File: src/rtl/kmu_launch_queue_pkg.sv
// kmu_launch_queue_pkg: launch descriptor type and DCR register map shared by the launch queue.
package kmu_launch_queue_pkg;
  localparam int KMU_MAX_DIMS = 3;
  localparam int KMU_DATA_WIDTH = 32;
  localparam int STARTUP_ADDR0 = 'h001;
  localparam int STARTUP_ARG0 = 'h003;
  localparam int GRID_DIM0 = 'h010;
  localparam int BLOCK_DIM0 = 'h013;
  typedef struct packed {
    logic [KMU_DATA_WIDTH-1:0] pc;
    logic [KMU_DATA_WIDTH-1:0] param;
    logic [KMU_MAX_DIMS-1:0][KMU_DATA_WIDTH-1:0] grid_dim;
    logic [KMU_MAX_DIMS-1:0][KMU_DATA_WIDTH-1:0] block_dim;
  } kmu_launch_desc_t;
endpackage

File: src/rtl/kmu_desc_fifo.sv
// kmu_desc_fifo: register-array FIFO of launch descriptors; a push is accepted when full if a pop happens in the same cycle.
module kmu_desc_fifo
  import kmu_launch_queue_pkg::*;
#(
  parameter int DEPTH = 4,
  localparam int CW = $clog2(DEPTH + 1),
  localparam int AW = $clog2(DEPTH)
) (
  input  logic             clk,
  input  logic             reset,
  input  logic             push,
  input  kmu_launch_desc_t push_data,
  input  logic             pop,
  output kmu_launch_desc_t head,
  output logic             full,
  output logic             empty,
  output logic [CW-1:0]    count
);
  kmu_launch_desc_t mem [DEPTH];
  logic [AW-1:0] wr_ptr, rd_ptr;
  logic do_push, do_pop;
  assign full = count == CW'(DEPTH);
  assign empty = count == '0;
  assign do_pop = pop && !empty;
  assign do_push = push && (!full || do_pop);
  assign head = mem[rd_ptr];
  always_ff @(posedge clk) begin
    if (do_push) mem[wr_ptr] <= push_data;
  end
  always_ff @(posedge clk) begin
    if (reset) begin
      wr_ptr <= '0;
      rd_ptr <= '0;
      count <= '0;
    end else begin
      if (do_push) wr_ptr <= wr_ptr + AW'(1);
      if (do_pop) rd_ptr <= rd_ptr + AW'(1);
      count <= count + CW'(do_push) - CW'(do_pop);
    end
  end
endmodule

File: src/rtl/kmu_launch_queue.sv
// kmu_launch_queue: DCR-staged kernel launch descriptors queued for the KMU; KMU_LAUNCH_QUEUE_PERF_EN adds perf counters.
module kmu_launch_queue
  import kmu_launch_queue_pkg::*;
#(
  parameter int QUEUE_DEPTH = 4,
  parameter int NUM_DIMS = 3,
  parameter int DCR_ADDR_WIDTH = 12,
  parameter int DCR_DATA_WIDTH = 32
) (
  input  logic                               clk,
  input  logic                               reset,
  input  logic                               dcr_write_valid,
  input  logic [DCR_ADDR_WIDTH-1:0]          dcr_write_addr,
  input  logic [DCR_DATA_WIDTH-1:0]          dcr_write_data,
  output logic                               kmu_valid,
  input  logic                               kmu_ready,
  output logic [DCR_DATA_WIDTH-1:0]          kmu_pc,
  output logic [DCR_DATA_WIDTH-1:0]          kmu_param,
  output logic [NUM_DIMS*DCR_DATA_WIDTH-1:0] kmu_grid_dim,
  output logic [NUM_DIMS*DCR_DATA_WIDTH-1:0] kmu_block_dim,
  input  logic                               kmu_busy,
  output logic                               busy,
  output logic                               overflow,
  output logic [$clog2(QUEUE_DEPTH+1)-1:0]   queue_count
`ifdef KMU_LAUNCH_QUEUE_PERF_EN
  ,
  output logic [31:0]                        perf_launches,
  output logic [31:0]                        perf_drops,
  output logic [31:0]                        perf_stall_cycles
`endif
);
  logic [KMU_DATA_WIDTH-1:0] stage_pc;
  logic [KMU_MAX_DIMS-1:0][KMU_DATA_WIDTH-1:0] stage_grid, stage_block;
  kmu_launch_desc_t push_desc, head;
  logic commit, pop, full, empty, drop;
  assign commit = dcr_write_valid && dcr_write_addr == DCR_ADDR_WIDTH'(STARTUP_ARG0);
  assign pop = kmu_valid && kmu_ready;
  assign drop = commit && full && !pop;
  assign push_desc = '{pc: stage_pc, param: dcr_write_data, grid_dim: stage_grid, block_dim: stage_block};
  assign kmu_valid = !empty;
  assign kmu_pc = head.pc;
  assign kmu_param = head.param;
  assign kmu_grid_dim = head.grid_dim[NUM_DIMS-1:0];
  assign kmu_block_dim = head.block_dim[NUM_DIMS-1:0];
  assign busy = !empty || kmu_busy;
  // Dimensions at or above NUM_DIMS are never written, so they stay zero.
  always_ff @(posedge clk) begin
    if (reset) begin
      stage_pc <= '0;
      stage_grid <= '0;
      stage_block <= '0;
      overflow <= 1'b0;
    end else begin
      if (drop) overflow <= 1'b1;
      if (dcr_write_valid) begin
        if (dcr_write_addr == DCR_ADDR_WIDTH'(STARTUP_ADDR0)) stage_pc <= dcr_write_data;
        for (int i = 0; i < NUM_DIMS; i++) begin
          if (dcr_write_addr == DCR_ADDR_WIDTH'(GRID_DIM0 + i)) stage_grid[i] <= dcr_write_data;
          if (dcr_write_addr == DCR_ADDR_WIDTH'(BLOCK_DIM0 + i)) stage_block[i] <= dcr_write_data;
        end
      end
    end
  end
  kmu_desc_fifo #(.DEPTH(QUEUE_DEPTH)) u_fifo (
    .clk(clk),
    .reset(reset),
    .push(commit),
    .push_data(push_desc),
    .pop(pop),
    .head(head),
    .full(full),
    .empty(empty),
    .count(queue_count)
  );
`ifdef KMU_LAUNCH_QUEUE_PERF_EN
  always_ff @(posedge clk) begin
    if (reset) begin
      perf_launches <= '0;
      perf_drops <= '0;
      perf_stall_cycles <= '0;
    end else begin
      if (pop) perf_launches <= perf_launches + 32'd1;
      if (drop) perf_drops <= perf_drops + 32'd1;
      if (kmu_valid && !kmu_ready) perf_stall_cycles <= perf_stall_cycles + 32'd1;
    end
  end
`endif
endmodule

File: config.mk
export PLATFORM = sky130hd
export DESIGN_NAME = kmu_launch_queue
export DESIGN_NICKNAME = d
export VERILOG_FILES = /design/src/rtl/kmu_launch_queue_pkg.sv /design/src/rtl/kmu_desc_fifo.sv /design/src/rtl/kmu_launch_queue.sv
export SDC_FILE = /design/constraint.sdc
export NUM_CORES = 1
export LEC_CHECK = 0
export ABC_CLOCK_PERIOD_IN_PS = 15100
export CAP_MARGIN = 20
export CELL_PAD_IN_SITES_DETAIL_PLACEMENT = 0
export CELL_PAD_IN_SITES_GLOBAL_PLACEMENT = 1
export CORE_AREA = 2 2 368 370
export CTS_CLUSTER_DIAMETER = 50
export CTS_CLUSTER_SIZE = 24
export DETAILED_ROUTE_END_ITERATION = 10
export DIE_AREA = 0 0 370 372
export GPL_ROUTABILITY_DRIVEN = 0
export PLACE_DENSITY = 0.54
export RECOVER_POWER = 25
export SLEW_MARGIN = 20
export SYNTH_ARGS = -nofsm -noshare
export SYNTH_HDL_FRONTEND = slang
export SYNTH_HIERARCHICAL = 1
export SYNTH_SLANG_ARGS = --single-unit
File: constraint.sdc
create_clock -name clk -period 15.1 [get_ports clk]
set_input_delay 3.775 -clock clk [delete_from_list [all_inputs] [get_ports clk]]
set_output_delay 3.775 -clock clk [all_outputs]
set_load 0.1 [all_outputs]
# Word level (Yosys, flattened, before mapping)
# Memory sizes are Yosys's and may differ from the RTL's. A register that Yosys moved wholly into a read port is not among the register bits.
# Cells that the tools add are included.
[word_totals]
ff_bits = 232
ramBits = 1024
inputBits = 49
out_inout_bits = 262
n_memories = 1
[op_classes]
add_sub_neg = 4
eq_ne = 9
mux = 4
reduce_logical = 19
[memory_table]
columns = ["memory", "words", "width", "rd", "rd_clocked_by_memory_dff", "wr", "line", "source"]
rows = [
  ["u_fifo.mem", 4, 256, 1, 1, 1, "kmu_desc_fifo.sv:19", "kmu_launch_desc_t mem [DEPTH];"],
]
[op_table]
columns = ["cell", "count"]
rows = [
  ["12-bit by 5-bit == test with 1-bit output, second input constant", 6],
  ["2-bit AND reduction", 7],
  ["12-bit by 1-bit == test with 1-bit output, second input constant", 1],
  ["12-bit by 2-bit == test with 1-bit output, second input constant", 1],
  ["1-bit logical AND", 6],
  ["2-bit by 1-bit adder with 2-bit output, second input constant", 2],
  ["2-bit two-way mux", 2],
  ["3-bit by 1-bit adder with 3-bit output", 1],
  ["3-bit == test, second input constant", 1],
  ["1-bit logical NOT", 3],
  ["3-bit logical NOT", 1],
  ["3-bit by 1-bit subtractor with 3-bit output", 1],
  ["1-bit logical OR", 2],
  ["1-bit two-way mux", 2],
]

# Logic depth before layout (Yosys ltp)
[logic_depth]
depth_word = 8
mapped_depth = 10

# By module
# The synthesis kept the hierarchy.
[modules_own_cells]
columns = ["mod", "instances", "cells_each", "area_each_um2"]
rows = [
  ["kmu_desc_fifo", 1, 1384, 37657.4],
  ["kmu_launch_queue", 1, 781, 8938.6],
]

# Worst setup path before layout
# No wires, ideal clock.
[synth_timing]
path_kind = "in2reg"
startpoint = "input dcr_write_addr[7]"
endpoint = "memory u_fifo/mem[0][0] (netlist name) (enable)"
setup_time_ps = 649
t_arrival_ps = 11027
required_ps = 14451
slack_ps = 3424
cell_stages = 5
path_buffers = 0
path_cell_list = "nor4b_4 -> or2b_1 -> nor2_1 -> a21boi_2 -> and2_1"
[synth_via]
elab_chain_len = 5
[synth_lines]
columns = ["item", "line", "source"]
rows = [
  ["start, declared", "kmu_launch_queue.sv:13", "input logic [DCR_ADDR_WIDTH-1:0] dcr_write_addr,"],
  ["12-bit by 2-bit == test with 1-bit output", "kmu_launch_queue.sv:36", "assign commit = dcr_write_valid && dcr_write_addr == DCR_ADDR_WIDTH'(STARTUP_ARG0);"],
  ["1-bit logical AND", "kmu_launch_queue.sv:36", ""],
  ["via commit", "kmu_launch_queue.sv:35", "logic commit, pop, full, empty, drop;"],
  ["1-bit logical AND", "kmu_desc_fifo.sv:25", "assign do_push = push && (!full || do_pop);"],
  ["1-bit two-way mux", "kmu_desc_fifo.sv:28", "if (do_push) mem[wr_ptr] <= push_data;"],
  ["1-bit two-way mux (implied by the code)", "kmu_desc_fifo.sv:28", ""],
  ["end, declared", "kmu_desc_fifo.sv:19", ""],
]
# The timed path passes the listed nets, and every way through them passes these cells.

# Worst setup path after layout
[layout_timing]
startpoint = "input kmu_busy"
endpoint = "output busy"
[layout_via]
elab_chain_len = 1
[layout_lines]
columns = ["item", "line", "source"]
rows = [
  ["start, declared", "kmu_launch_queue.sv:21", "input logic kmu_busy,"],
  ["1-bit logical OR", "kmu_launch_queue.sv:45", "assign busy = !empty || kmu_busy;"],
  ["end, declared", "kmu_launch_queue.sv:22", "output logic busy,"],
]
# No other way between the ends.

==> out/results.txt <==
max layer used - met5
pre-CTS setup slack - 5.83 ns
Total Power - 7.17 mW
Overall Global Routing Usage - 15.9%
CORE AREA - 134000 µm²
Clock Latency Late Sink - 0.76 ns
post-route insts no fill - 4429
layout cells sized above 1 - 20.4%
Pwr Density - 128 nW/µm²
DR WL/cell - 24.7 µm
drt first pass iters - 5
row cnt - 135
routed via count - 21600
crit start category - input port
number of flops mapped to enable cells by yosys - 1024
CTS Hold Bufs - 0
post-route clock period utilization - 61.4%
leakage - 21.0 nW
R2R Path Start - u_fifo/count[1]
Mapped Nets - 2220
die height - 372 µm
mux contribution to synthesized area - 17.2%
relative slew slack - 21.8%
status - complete, no violations
post-synthesis adder-cell area fraction - 0.177%
clock buffer depth - 3
Hold Vio Cnt, Final - 0
Cell Area, Synth - 46600 µm²
fin util - 41.7%
most numerous cell on the critical path - clkdlybuf4s50_1
Routed WL - 110000 µm
FILL cells - 11800
FF-to-FF setup slack - 10.91 ns
CP peak stage delay - 1.15 ns
Worst path slowest cell - clkdlybuf4s50_1
Final min period - 9.28 ns
Synth Area in XOR/XNOR - 0.0752%
remaining routing DRC violations - 0
antenna violations before repair - 4
# clock sinks - 1258
Hold WS - 0.467 ns
Final Max Tran Viols - 0
WP buf/inv - 2
CTS Buf Count - 136
layout net count - 2588
crit path DAT - 5.50 ns
Synth Instances - 2165
placed cells - 4176
Initial Util - 34.7%
fmax - 0.108 GHz
unrepaired setup endpoints after global routing - false
ANT nets after route - 0
H-tree Lvls - 4
routed wl met3 - 4950 µm
PnR worst setup slack - 5.82 ns
r2r endpoint - u_fifo/mem[1][96]
number of setup buffers added after CTS - 0
metal2 WL - 52700 µm
Congestion Overflow GR - 0
clk root buf - clkbuf_16
crit path launch - kmu_busy
Synth cell types - 36
R2R depth - 7
CTS tree - done
register area share after synthesis - 76.0%
hold endpoint - overflow
Port Buf Inserts - 310
commonest non-fill, non-tap cell in the layout - edfxtp_1
commonest cells after routing, fill and taps aside - 1024 x edfxtp_1, 307 x clkdlybuf4s50_1, 261 x nand2b_1
HPWL Detailed - 60200 µm
Synth Register Bits - 1258
Area Growth Syn to Fin - 20.1%
Design Area, Final - 56000 µm²
Hold Path Class - flop to flop
final setup fails - 0
VDD IR max - 0.0808 mV
Die W - 370 µm
CP endpoint kind - primary output
Setup TNS - 0 ns
Die Footprint - 138000 µm²
CTS resizes - 0
DR iter-0 viols - 1499
WS Path Type - input port to primary output
synthesized area per cell - 21.5 µm²
vias per cell - 4.87
Setup Skew - 0.0287 ns
WP data required - 11.32 ns
Post-synth top flop - edfxtp_1
vias in the first global route - 22500
worst hold path depth - 2
Synth Area in Compound Gates - 0.0994%
CP Cell Sequence - clkdlybuf4s50_1 -> nand2b_1 -> clkdlybuf4s50_1
Stages on worst setup path - 3
largest net degree at the start of global routing - 126
hold wc startpoint - overflow
ys async rst share - 0%
Worst Path Max Fanout - 1
clk slew on worst S/H paths - 0.06 ns
delay-heaviest family, CP - buffers and inverters
worst-margin pin slew - 1.17 ns
first-pass GRT wire length - 158000 µm
largest family of logic cells by synthesized area - multiplexers
Post-DP Area - 51300 µm²
Ports - 311
total of max-cap violations - 0
Synth Area in Simple Gates - 4.31%
Syn. warnings - 6
Metal-1 WL - 49700 µm
[worst register-to-register path: cells and delay by family (launching register included)]
kind / cells / cell delay (ns)
AO/OA/AOI/OAI: 1 / 0.33
buffers and inverters: 3 / 1.50
flip-flops: 1 / 0.52
AND/OR/NAND/NOR: 3 / 1.15
[cells in the mapped netlist (2+ instances only)]
cell type,number,area share (%)
mux4_2,256,12
nor4b_1,2,0.038
xor2_1,2,0.038
nor2b_1,3,0.040
buf_2,43,0.46
mux2i_1,225,4.8
buf_12,25,1.1
ha_1,5,0.13
xnor2_1,2,0.038
nand4b_4,6,0.31
buf_8,5,0.16
dfxtp_1,234,10
nand2b_1,261,3.5
inv_1,5,0.040
buf_6,2,0.048
nor4bb_1,3,0.064
clkbuf_1,32,0.26
nor2_1,8,0.064
edfxtp_1,1024,66
and4b_1,3,0.064
and2_1,4,0.054
[registers in the layout (all words and copies together), names as in the netlist, named ones only]
name / flops
overflow: 1
push_desc: 192
u_fifo/wr_ptr: 2
stage_pc: 32
u_fifo/count: 3
u_fifo/rd_ptr: 2
u_fifo/mem: 1024
[report_power, final]
part,internal [mW],switching [mW],leakage (nW),total (mW)
logic,0.0263,0.0439,5.33,0.0702
registers,3.70,0.0000734,13.5,3.70
clock network,1.95,1.45,2.26,3.40
total,5.67,1.50,21.0,7.17
[logic make-up (layout without fill, tap and decap cells)]
logic type,after synthesis,count (layout)
flip-flops,1258,1258
multiplexers,482,482
AND/OR/NAND/NOR,297,297
buffers and inverters,113,595
adder cells (fa/ha/maj),6,6
AO/OA/AOI/OAI,5,5
XOR/XNOR,4,4
other,0,1
[metal layers]
metal	GRT usage, %	up-vias
met2	25.6	520
met4	4.53	4
li1	-	9406
met3	3.15	145
met5	0	-
met1	22.1	11500
[final cells by class]
type | instances | area [µm²] | share of cell area [%]
antenna | 1 | 2.50 | 0.00447
multi-input combinational | 794 | 10200 | 18.3
tap | 1781 | 2230 | 3.98
timing repair buffer | 338 | 3400 | 6.07
inverter | 5 | 18.8 | 0.0335
clock buffer | 159 | 3690 | 6.59
sequential | 1258 | 35400 | 63.3
clock inverter | 93 | 983 | 1.76
[how the worst max path moves through the flow]
| stage | endpoint |
|---|---|
| 6_report | busy |
| 5_1_grt | busy |
| 4_1_cts | busy |
| 3_5_place_dp | busy |
| 3_3_place_gp | busy |
| 2_1_floorplan | u_fifo/mem[0][0] |
No activity file was read; power rests on OpenSTA's default activity.
